--- src/rtl/punc_control_hs_if.sv ---
// Memory request/acknowledge port between the PUnC control FSM and memory.
// The controller drives the request side; memory returns mem_ack.
interface punc_control_hs_if;
    logic       mem_req;
    logic       mem_we;
    logic [1:0] mem_addr_sel;
    logic       mem_w_data_sel;
    logic       mem_ack;

    modport master (
        output mem_req, mem_we, mem_addr_sel, mem_w_data_sel,
        input  mem_ack
    );

    modport slave (
        input  mem_req, mem_we, mem_addr_sel, mem_w_data_sel,
        output mem_ack
    );
endinterface

--- src/rtl/punc_control_hs.sv ---
// PUnC LC3 multi-cycle control FSM with a variable-latency req/ack memory
// port, two-access LDI/STI, memory-wait timeout with fault, halt/resume and
// a saturating retired-instruction counter.
module punc_control_hs #(
    parameter int CNT_W   = 32,
    parameter int TIMEOUT = 15
) (
    input  logic                     clk,
    input  logic                     rst,
    punc_control_hs_if.master        mem,
    input  logic [15:0]              ir,
    input  logic                     n,
    input  logic                     z,
    input  logic                     p,
    input  logic                     resume,
    output logic                     ind_ld,
    output logic                     rf_w_en,
    output logic                     rf_w_addr_sel,
    output logic [1:0]               rf_w_data_sel,
    output logic                     rf_r0_addr_sel,
    output logic                     rf_r1_addr_sel,
    output logic                     ir_ld,
    output logic                     pc_ld,
    output logic                     pc_clr,
    output logic                     pc_inc,
    output logic [1:0]               pc_ld_data_sel,
    output logic [2:0]               alu_sel,
    output logic                     cond_ld,
    output logic                     cond_ld_data_sel,
    output logic                     halted,
    output logic                     fault,
    output logic [CNT_W-1:0]         retired
);

    localparam int WAIT_W = (TIMEOUT > 0) ? $clog2(TIMEOUT + 1) : 1;
    localparam logic [WAIT_W-1:0] WAIT_MAX = WAIT_W'(TIMEOUT);

    localparam logic [3:0] OP_BR  = 4'b0000;
    localparam logic [3:0] OP_ADD = 4'b0001;
    localparam logic [3:0] OP_LD  = 4'b0010;
    localparam logic [3:0] OP_ST  = 4'b0011;
    localparam logic [3:0] OP_JSR = 4'b0100;
    localparam logic [3:0] OP_AND = 4'b0101;
    localparam logic [3:0] OP_LDR = 4'b0110;
    localparam logic [3:0] OP_STR = 4'b0111;
    localparam logic [3:0] OP_NOT = 4'b1001;
    localparam logic [3:0] OP_LDI = 4'b1010;
    localparam logic [3:0] OP_STI = 4'b1011;
    localparam logic [3:0] OP_JMP = 4'b1100;
    localparam logic [3:0] OP_LEA = 4'b1110;
    localparam logic [3:0] OP_HLT = 4'b1111;

    typedef enum logic [2:0] {
        S_INIT, S_FETCH, S_DECODE, S_EXEC, S_IND, S_HALT, S_FAULT
    } state_t;

    state_t            state, state_next;
    logic [WAIT_W-1:0] wait_cnt, wait_next;
    logic              done;
    logic              req, we, ack;
    logic [1:0]        addr_sel;
    logic [3:0]        opcode;
    logic              br_taken;
    logic              unused_ir;

    assign ack      = mem.mem_ack;
    assign opcode   = ir[15:12];
    assign br_taken = (n & ir[11]) | (z & ir[10]) | (p & ir[9]);
    // Operand fields are decoded by the datapath, not here.
    assign unused_ir = ^{ir[8:6], ir[4:0]};

    assign mem.mem_req        = req;
    assign mem.mem_we         = we;
    assign mem.mem_addr_sel   = addr_sel;
    assign mem.mem_w_data_sel = 1'b0;
    assign rf_r1_addr_sel     = 1'b0;

    // State, wait counter and saturating retired counter.
    always_ff @(posedge clk) begin
        if (rst) begin
            state    <= S_INIT;
            wait_cnt <= '0;
            retired  <= '0;
        end else begin
            state    <= state_next;
            wait_cnt <= wait_next;
            if (done && (retired != {CNT_W{1'b1}})) begin
                retired <= retired + CNT_W'(1);
            end
        end
    end

    // Next-state and control decode; every output starts at 0.
    always_comb begin
        state_next       = state;
        done             = 1'b0;
        req              = 1'b0;
        we               = 1'b0;
        addr_sel         = 2'd0;
        ind_ld           = 1'b0;
        rf_w_en          = 1'b0;
        rf_w_addr_sel    = 1'b0;
        rf_w_data_sel    = 2'd0;
        rf_r0_addr_sel   = 1'b0;
        ir_ld            = 1'b0;
        pc_ld            = 1'b0;
        pc_inc           = 1'b0;
        pc_ld_data_sel   = 2'd0;
        alu_sel          = 3'd0;
        cond_ld          = 1'b0;
        cond_ld_data_sel = 1'b0;
        halted           = 1'b0;
        fault            = 1'b0;
        // pc_clr is held off while rst is asserted so it pulses only after release.
        pc_clr           = 1'b0;

        case (state)
            S_INIT: begin
                pc_clr     = ~rst;
                state_next = S_FETCH;
            end
            S_FETCH: begin
                req = 1'b1;
                if (ack) begin
                    ir_ld      = 1'b1;
                    state_next = S_DECODE;
                end
            end
            S_DECODE: begin
                pc_inc     = 1'b1;
                state_next = S_EXEC;
            end
            S_EXEC: begin
                state_next = S_FETCH;
                done       = 1'b1;
                case (opcode)
                    OP_ADD, OP_AND, OP_NOT: begin
                        rf_w_en = 1'b1;
                        cond_ld = 1'b1;
                        if (opcode == OP_NOT)      alu_sel = 3'd4;
                        else if (opcode == OP_AND) alu_sel = ir[5] ? 3'd3 : 3'd2;
                        else                       alu_sel = ir[5] ? 3'd1 : 3'd0;
                    end
                    OP_BR: begin
                        pc_ld = br_taken;
                    end
                    OP_JMP: begin
                        pc_ld          = 1'b1;
                        pc_ld_data_sel = 2'd1;
                    end
                    OP_JSR: begin
                        rf_w_en        = 1'b1;
                        rf_w_addr_sel  = 1'b1;
                        rf_w_data_sel  = 2'd2;
                        pc_ld          = 1'b1;
                        pc_ld_data_sel = ir[11] ? 2'd2 : 2'd1;
                    end
                    OP_LEA: begin
                        rf_w_en          = 1'b1;
                        rf_w_data_sel    = 2'd3;
                        cond_ld          = 1'b1;
                        cond_ld_data_sel = 1'b1;
                    end
                    OP_LD, OP_LDR: begin
                        req        = 1'b1;
                        addr_sel   = (opcode == OP_LD) ? 2'd1 : 2'd2;
                        done       = ack;
                        state_next = ack ? S_FETCH : S_EXEC;
                        if (ack) begin
                            rf_w_en          = 1'b1;
                            rf_w_data_sel    = 2'd1;
                            cond_ld          = 1'b1;
                            cond_ld_data_sel = 1'b1;
                        end
                    end
                    OP_ST, OP_STR: begin
                        req            = 1'b1;
                        we             = 1'b1;
                        rf_r0_addr_sel = 1'b1;
                        addr_sel       = (opcode == OP_ST) ? 2'd1 : 2'd2;
                        done           = ack;
                        state_next     = ack ? S_FETCH : S_EXEC;
                    end
                    OP_LDI, OP_STI: begin
                        // First access fetches the pointer; the data access happens in IND.
                        req        = 1'b1;
                        addr_sel   = 2'd1;
                        done       = 1'b0;
                        ind_ld     = ack;
                        state_next = ack ? S_IND : S_EXEC;
                    end
                    OP_HLT: begin
                        state_next = S_HALT;
                    end
                    default: begin
                    end
                endcase
            end
            S_IND: begin
                req        = 1'b1;
                addr_sel   = 2'd3;
                done       = ack;
                state_next = ack ? S_FETCH : S_IND;
                if (opcode == OP_STI) begin
                    we             = 1'b1;
                    rf_r0_addr_sel = 1'b1;
                end else if (ack) begin
                    rf_w_en          = 1'b1;
                    rf_w_data_sel    = 2'd1;
                    cond_ld          = 1'b1;
                    cond_ld_data_sel = 1'b1;
                end
            end
            S_HALT: begin
                halted = 1'b1;
                if (resume) state_next = S_FETCH;
            end
            S_FAULT: begin
                fault = 1'b1;
            end
            default: begin
                state_next = S_INIT;
            end
        endcase

        // An access that has waited TIMEOUT cycles and still sees no ack faults.
        if ((TIMEOUT != 0) && req && !ack && (wait_cnt == WAIT_MAX)) begin
            state_next = S_FAULT;
        end

        wait_next = (req && !ack) ? wait_cnt + WAIT_W'(1) : '0;
    end

endmodule
--- src/flat_wrapper.sv ---
// flat-port wrapper written by rule: the top's interface ports become plain ports
module punc_control_hs_flat 
#(
    parameter int CNT_W   = 32,
    parameter int TIMEOUT = 15
)
  (clk, rst, ir, n, z, p, resume, ind_ld, rf_w_en, rf_w_addr_sel, rf_w_data_sel, rf_r0_addr_sel, rf_r1_addr_sel, ir_ld, pc_ld, pc_clr, pc_inc, pc_ld_data_sel, alu_sel, cond_ld, cond_ld_data_sel, halted, fault, retired, mem_mem_req, mem_mem_we, mem_mem_addr_sel, mem_mem_w_data_sel, mem_mem_ack);
  punc_control_hs_if mem_i ();
  input  logic clk;
  input  logic rst;
  input  logic [15:0] ir;
  input  logic n;
  input  logic z;
  input  logic p;
  input  logic resume;
  output logic ind_ld;
  output logic rf_w_en;
  output logic rf_w_addr_sel;
  output logic [1:0] rf_w_data_sel;
  output logic rf_r0_addr_sel;
  output logic rf_r1_addr_sel;
  output logic ir_ld;
  output logic pc_ld;
  output logic pc_clr;
  output logic pc_inc;
  output logic [1:0] pc_ld_data_sel;
  output logic [2:0] alu_sel;
  output logic cond_ld;
  output logic cond_ld_data_sel;
  output logic halted;
  output logic fault;
  output logic [CNT_W-1:0] retired;
  output wire logic [$bits(mem_i.mem_req)-1:0] mem_mem_req;
  output wire logic [$bits(mem_i.mem_we)-1:0] mem_mem_we;
  output wire logic [$bits(mem_i.mem_addr_sel)-1:0] mem_mem_addr_sel;
  output wire logic [$bits(mem_i.mem_w_data_sel)-1:0] mem_mem_w_data_sel;
  input wire logic [$bits(mem_i.mem_ack)-1:0] mem_mem_ack;
  assign mem_mem_req = mem_i.mem_req;
  assign mem_mem_we = mem_i.mem_we;
  assign mem_mem_addr_sel = mem_i.mem_addr_sel;
  assign mem_mem_w_data_sel = mem_i.mem_w_data_sel;
  assign mem_i.mem_ack = mem_mem_ack;
  punc_control_hs #(.CNT_W(CNT_W), .TIMEOUT(TIMEOUT)) u_core (.clk(clk), .rst(rst), .mem(mem_i), .ir(ir), .n(n), .z(z), .p(p), .resume(resume), .ind_ld(ind_ld), .rf_w_en(rf_w_en), .rf_w_addr_sel(rf_w_addr_sel), .rf_w_data_sel(rf_w_data_sel), .rf_r0_addr_sel(rf_r0_addr_sel), .rf_r1_addr_sel(rf_r1_addr_sel), .ir_ld(ir_ld), .pc_ld(pc_ld), .pc_clr(pc_clr), .pc_inc(pc_inc), .pc_ld_data_sel(pc_ld_data_sel), .alu_sel(alu_sel), .cond_ld(cond_ld), .cond_ld_data_sel(cond_ld_data_sel), .halted(halted), .fault(fault), .retired(retired));
endmodule
--- config.mk ---
export PLATFORM = sky130hd
export DESIGN_NAME = punc_control_hs_flat
export DESIGN_NICKNAME = d
export VERILOG_FILES = /design/src/rtl/punc_control_hs_if.sv /design/src/rtl/punc_control_hs.sv /design/src/flat_wrapper.sv
export SDC_FILE = /design/constraint.sdc
export NUM_CORES = 1
export LEC_CHECK = 0
export CORE_MARGIN = 1.5
export CORE_UTILIZATION = 33
export DETAILED_ROUTE_END_ITERATION = 8
export GPL_ROUTABILITY_DRIVEN = 0
export GPL_TIMING_DRIVEN = 0
export PLACE_DENSITY = 0.69
export SLEW_MARGIN = 20
export SYNTH_ARGS = -nofsm -noshare
export SYNTH_HDL_FRONTEND = slang
export SYNTH_SLANG_ARGS = --single-unit
--- constraint.sdc ---
create_clock -name clk -period 5.4 [get_ports clk]
set_input_delay 1.08 -clock clk [delete_from_list [all_inputs] [get_ports clk]]
set_output_delay 1.08 -clock clk [all_outputs]
set_load 0.01 [all_outputs]
## Yosys cells after proc, flatten, opt, wreduce, memory -nomap -nowiden

Index checks and enable logic that the tools add are counted.
W data, S select, Z words.

- Flip-flop bits (word level): 39
- Latch bits: 0
- Memory bits (writable): 0
- Bits in read-only memories: 0
- Input bits: 23
- Output and inout port bits: 57
- Word-level logic and storage cells: 111
- Memories: 0

- Add/sub/neg operators: 2
- Multipliers: 0
- Divide/modulo/power cells: 0
- Magnitude comparators: 0
- Eq/ne operators: 26
- Shift operators: 0
- Multiplexer cells: 51
- Bitwise operators: 8
- Reduce and logical (&&, ||, !) cells: 20

Operator list:

| cell | number |
|---|---|
| $add A32 B1 Y32 const B | 1 |
| $ne A32 B32 Y1 const B | 1 |
| $eq A4 B4 Y1 const B | 7 |
| $mux W3 | 9 |
| $pmux W1 S2 | 11 |
| $pmux W3 S7 | 1 |
| $mux W1 | 19 |
| $eq A4 B3 Y1 const B | 4 |
| $reduce_or A2 Y1 | 7 |
| $pmux W2 S2 | 3 |
| $pmux W2 S3 | 2 |
| $mux W2 | 5 |
| $eq A3 B3 Y1 const B | 3 |
| $pmux W3 S3 | 1 |
| $eq A4 B2 Y1 const B | 2 |
| $reduce_or A4 Y1 | 2 |
| $eq A3 B2 Y1 const B | 2 |
| $ne A3 B2 Y1 const B | 2 |
| $reduce_and A3 Y1 | 2 |
| $reduce_or A6 Y1 | 1 |
| $reduce_or A5 Y1 | 1 |
| $add A4 B1 Y4 const B | 1 |
| $eq A4 B1 Y1 const B | 1 |
| $logic_not A4 Y1 | 1 |
| other kinds (10) | 18 |

## Depth between registers and ports, before layout

Gate-level depths: netlist (run 1).

- Depth in word-level cells: 8
- Depth in mapped cells: 8
- Gate-level depth less buffers: 6

## Least setup slack after synthesis (run 1)

OpenSTA, ideal clock, no wires.

- Kind: input-to-output
- Start: input port ir[15]
- End: output port rf_w_en
- Arrival: 2.463 ns
- Required time: 4.320 ns
- Path slack: 1.857 ns
- Stages on the path: 6
- Path buffers: 1
- Path through: clkbuf_1 inv_1 o311ai_1 o31ai_1 a21o_1 or2_1

- Cells in the longest elaborated chain, start to end: 4
- Elaborated cells on any way between the ends: 13
- Those cells by class: eq/ne (8); mux (3); reduce/logical (2)

RTL lines:

| what | RTL line | source |
|---|---|---|
| start: declaration | flat_wrapper.sv:11 | `input logic [15:0] ir;` |
| $eq A4 B3 Y1 (tied with other cells) | punc_control_hs.sv:136 | `case (opcode)` |
| $reduce_or A5 Y1 (no line) / $reduce_or A2 Y1 (equally long branches) | n/a |  |
| $pmux W1 S2 | punc_control_hs.sv:136 |  |
| $pmux W1 S2 (*) | punc_control_hs.sv:117 | `case (state)` |
| end: declaration | flat_wrapper.sv:17 | `output logic rf_w_en;` |

Mark *: on every way between the ends. The rest lies on a longest branch, timed or not.

## Worst setup path in the final report (run 1)

- Start: input port ir[13]
- End: output port rf_w_en

The elaborated chain is that of the path after synthesis.

==> results of run 1 <==
## stage by stage
step | worst slack, ps | util (%) | total power, mW | std cells | hold slack [ps]
floorplan | 1860 | - | 0.328 | 307 | 418
global placement | 917 | 46.0 | 0.353 | 470 | 431
detailed placement | 929 | 46.0 | 0.353 | 470 | 447
CTS | 920 | 47.7 | 0.607 | 478 | 463
global route | 710 | 47.7 | 0.625 | 478 | 475
finish | 922 | 47.7 | 0.599 | 478 | 465
## cell families (layout without fill, tap and decap cells)
family	Yosys count	in the layout	synth area share, %
buffers and inverters	31	106	5.80
flip-flops	39	39	33.2
XOR/XNOR	4	4	1.49
AO/OA/AOI/OAI	90	90	23.8
other	1	2	0.160
adder cells (fa/ha/maj)	2	2	1.06
multiplexers	1	1	0.479
AND/OR/NAND/NOR	138	138	34.0
## registers in the layout, summed over array words and instances (netlist names)
| signal | flops |
|---|---|
| u_core.retired | 32 |
| u_core.wait_cnt | 4 |
| u_core.state | 3 |
## worst reg2reg max path, cell delays in order (launching register included)
cell and delay [ps]:
dfxtp_1 480, nand4_4 190, nor4_1 580, and4_1 320, clkbuf_1 320, buf_2 290, o31ai_1 110, a21oi_1 150
## final cells by class
| type | count | area (um^2) | area share, % |
|---|---|---|---|
| inverter | 7 | 26.3 | 0.806 |
| multi-input combinational | 237 | 1440 | 44.0 |
| clock inverter | 2 | 35.0 | 1.07 |
| sequential | 39 | 781 | 23.9 |
| tap | 96 | 120 | 3.68 |
| clock buffer | 6 | 82.6 | 2.53 |
| timing repair buffer | 67 | 671 | 20.6 |
| buffer | 24 | 110 | 3.38 |
## cell usage after synthesis, types with 2 or more instances
library cell	count
and3_1	6
nor3_1	3
o211ai_1	2
o41ai_1	2
a21oi_1	39
or3_1	9
nor2b_1	3
nor4_1	7
and2_1	3
o21ai_1	7
nand4_1	7
clkbuf_1	19
o21ai_0	6
nand2b_1	4
xor2_1	3
dfxtp_1	39
or4_1	20
o22ai_1	2
nand2_1	26
buf_4	3
nor2_1	23
nand3_1	13
ha_1	2
and4_1	2
o31ai_1	22
inv_1	7
## power by group
group	leakage [nW]	internal [mW]	switching, mW
logic	0.618	0.0246	0.0308
clock network	0.0612	0.150	0.103
registers	0.315	0.289	0.00190
## worst min path at each step
stage / slack [ps] / startpoint / end / cells past startpoint
floorplan: 420 / u_core.wait_cnt[0] / u_core.wait_cnt[0] / 1
finish: 470 / u_core.wait_cnt[0] / u_core.wait_cnt[0] / 1
global route: 470 / u_core.wait_cnt[0] / u_core.wait_cnt[0] / 1
global placement: 430 / u_core.wait_cnt[0] / u_core.wait_cnt[0] / 1
detailed placement: 450 / u_core.wait_cnt[0] / u_core.wait_cnt[0] / 1
CTS: 460 / u_core.wait_cnt[0] / u_core.wait_cnt[0] / 1
## routing by layer
metal | part of all wire, % | wire length (um) | up-vias
li1 | - | - | 1310
met4 | 0.29 | 19 | 0
met3 | 7.0 | 461 | 2
met5 | 0 | 0 | -
met1 | 47 | 3090 | 1205
met2 | 46 | 3040 | 88
==> metrics.csv, run 1 <==
stage,metric,value,unit
sta,Final Slew Violations,0,
grt,initial antenna violation count,0,
floorplan,chip width,87.4,um
worst_setup_path,CP top delay family,buffers and inverters,
worst_setup_path,slowest CP cell,clkdlybuf4s50_1,
placed_design,Placement Cell Area,3140,um^2
routing,Total Routed Length,6610,um
worst_setup_path,Worst Setup SP,ir[13],
grt,GRT met1 Usage,23.3,%
sta,Slew @ Worst Pin,859,ps
worst_setup_path,Crit Path Class,in2out,
finish,"commonest non-fill, non-tap cell in the layout",clkdlybuf4s50_1,
synth,"Primary FF master, synth",dfxtp_1,
synth,synthesized area per cell,7.68,um^2
placed_design,count of input and output buffers,67,
synth,Mapped Cells,306,
cts,CTS tree,built,
grt,vias in the first global route,2430,
worst_setup_path,critical register-to-register path startpoint,u_core.retired[3],
floorplan,Die Area,7640,um^2
routing,DRC viols,0,
cts,Resized Gates After CTS,0,
finish,most frequent cells in the layout,"clkdlybuf4s50_1 (67), a21oi_1 (39), dfxtp_1 (39), nand2_1 (26), nor2_1 (23)",
floorplan,core area,6830,um^2
grt,gr usage total,17.5,%
synth,synthesized area,2350,um^2
flow_run,Max-Cap Viols,0,
cts,clk buf depth,2,
finish,share of layout cells above drive strength 1,4.45,%
synth,"Seq/Total Area, Yosys",33.2,%
sta,final clock skew,8.75,ps
hold_path,Hold WC Path Type,reg2reg,
routing,Detailed Route Iter0 Violations,147,
grt,global-route wire length before repair,11000,um
worst_setup_path,crit path launch type,primary input,
synth,Synth Register Bits,39,
finish,Filler cells,711,
power,Leak Pwr,0.994,nW
grt,M2 GR Usage,28.7,%
sta,Tcrit/Tclk final,82.9,%
grt,GR peak layer,met2,
floorplan,Ports,80,
cts,H-tree lvl count,2,
synth,"top cells by area, synth","dfxtp_1 (33%), a21oi_1 (8.3%), o31ai_1 (7.0%)",
worst_setup_path,reg2reg setup slack,2890,ps
routing,final routed wire length divided by cell count,13.8,um
synth,Yosys top cell area share,33.2,%
worst_setup_path,crit-path max FO,10,
sta,Final setup violation count,0,
sta,final worst path period need,4480,ps
cts,CTS sink cnt,39,
worst_setup_path,Crit path required time,4320,ps
synth,Yosys top cell by area,dfxtp_1,
routing,DR pass1 iterations,4,
synth,unique cell type count in the Yosys netlist,53,
sta,setup TNS,0,ps
routing,DR vias,2605,
worst_setup_path,Worst Reg2Reg Path Length in Cells,7,
worst_setup_path,Worst path depth,8,
cts,clk slew on worst S/H paths,80,ps
worst_setup_path,R2R Path End,u_core.retired[15],
finish,Layout area overhead,38.8,%
routing,Vias/cell,5.45,
sta,Final Hold Vio Count,0,
cts,setup bufs post-CTS,0,
power,power per standard cell area,184,nW/um^2
worst_setup_path,most frequent CP cell,clkdlybuf4s50_1,
sta,fmax,223,MHz
routing,Routed Antenna Nets,0,
finish,final instance area,3260,um^2
worst_setup_path,Worst setup endpoint,rf_w_en,
placed_design,Post-DP HPWL,4840,um
cts,latest clock arrival within the worst-skew pair,290,ps
sta,Slew headroom,42.3,%
grt,largest net degree at the start of global routing,13,
power,worst ir drop on vdd,0.000142,V
synth,Post-synth EDFFs,0,
floorplan,Starting Density,34.4,%
sta,RSZ-0062 raised after global routing,false,
grt,grt ovf,0,
finish,diodes inserted,0,
floorplan,num rows,30,
status,outcome,"complete, no violations",
worst_setup_path,CP Buf/Inv Count,3,
grt,met3 GRT Util,3.41,%
worst_setup_path,CP max stage delay,470,ps
cts,Root Buffer Master,clkbuf_8,
worst_setup_path,crit-path cells,clkdlybuf4s50_1 > clkbuf_1 > nand2_1 > o311ai_1 > o31ai_1 > a21o_1 > or2_1 > clkdlybuf4s50_1,
cts,CTS buffer count,5,
worst_setup_path,CP Data Arrival Time,3400,ps
synth,"Warnings, synthesis",0,
finish,"Net count, final",406,
synth,fraction of registers with async set/reset,0,%
cts,Hold Buf Count CTS,0,
worst_setup_path,Critical Path Sink Type,output pin,
floorplan,Die H,87.4,um
Power figures use the tool's default switching activity.
==> run 2: changes to the inputs <==
==> constraint.sdc (replaced) <==
create_clock -name clk -period 4.25 [get_ports clk]
set_input_delay 0.85 -clock clk [delete_from_list [all_inputs] [get_ports clk]]
set_output_delay 0.85 -clock clk [all_outputs]
set_load 0.01 [all_outputs]
==> results of run 2 <==
Same layout as run 1 (identical final DEF). Status: complete, no violations.
Main changes from that run: setup slack after placement 929 ps -> 239 ps; setup slack after layout 922 ps -> 232 ps; register-to-register setup slack 2890 ps -> 1740 ps; total power 0.599 mW -> 0.761 mW; worst IR drop on VDD 0.000142 V -> 0.000181 V
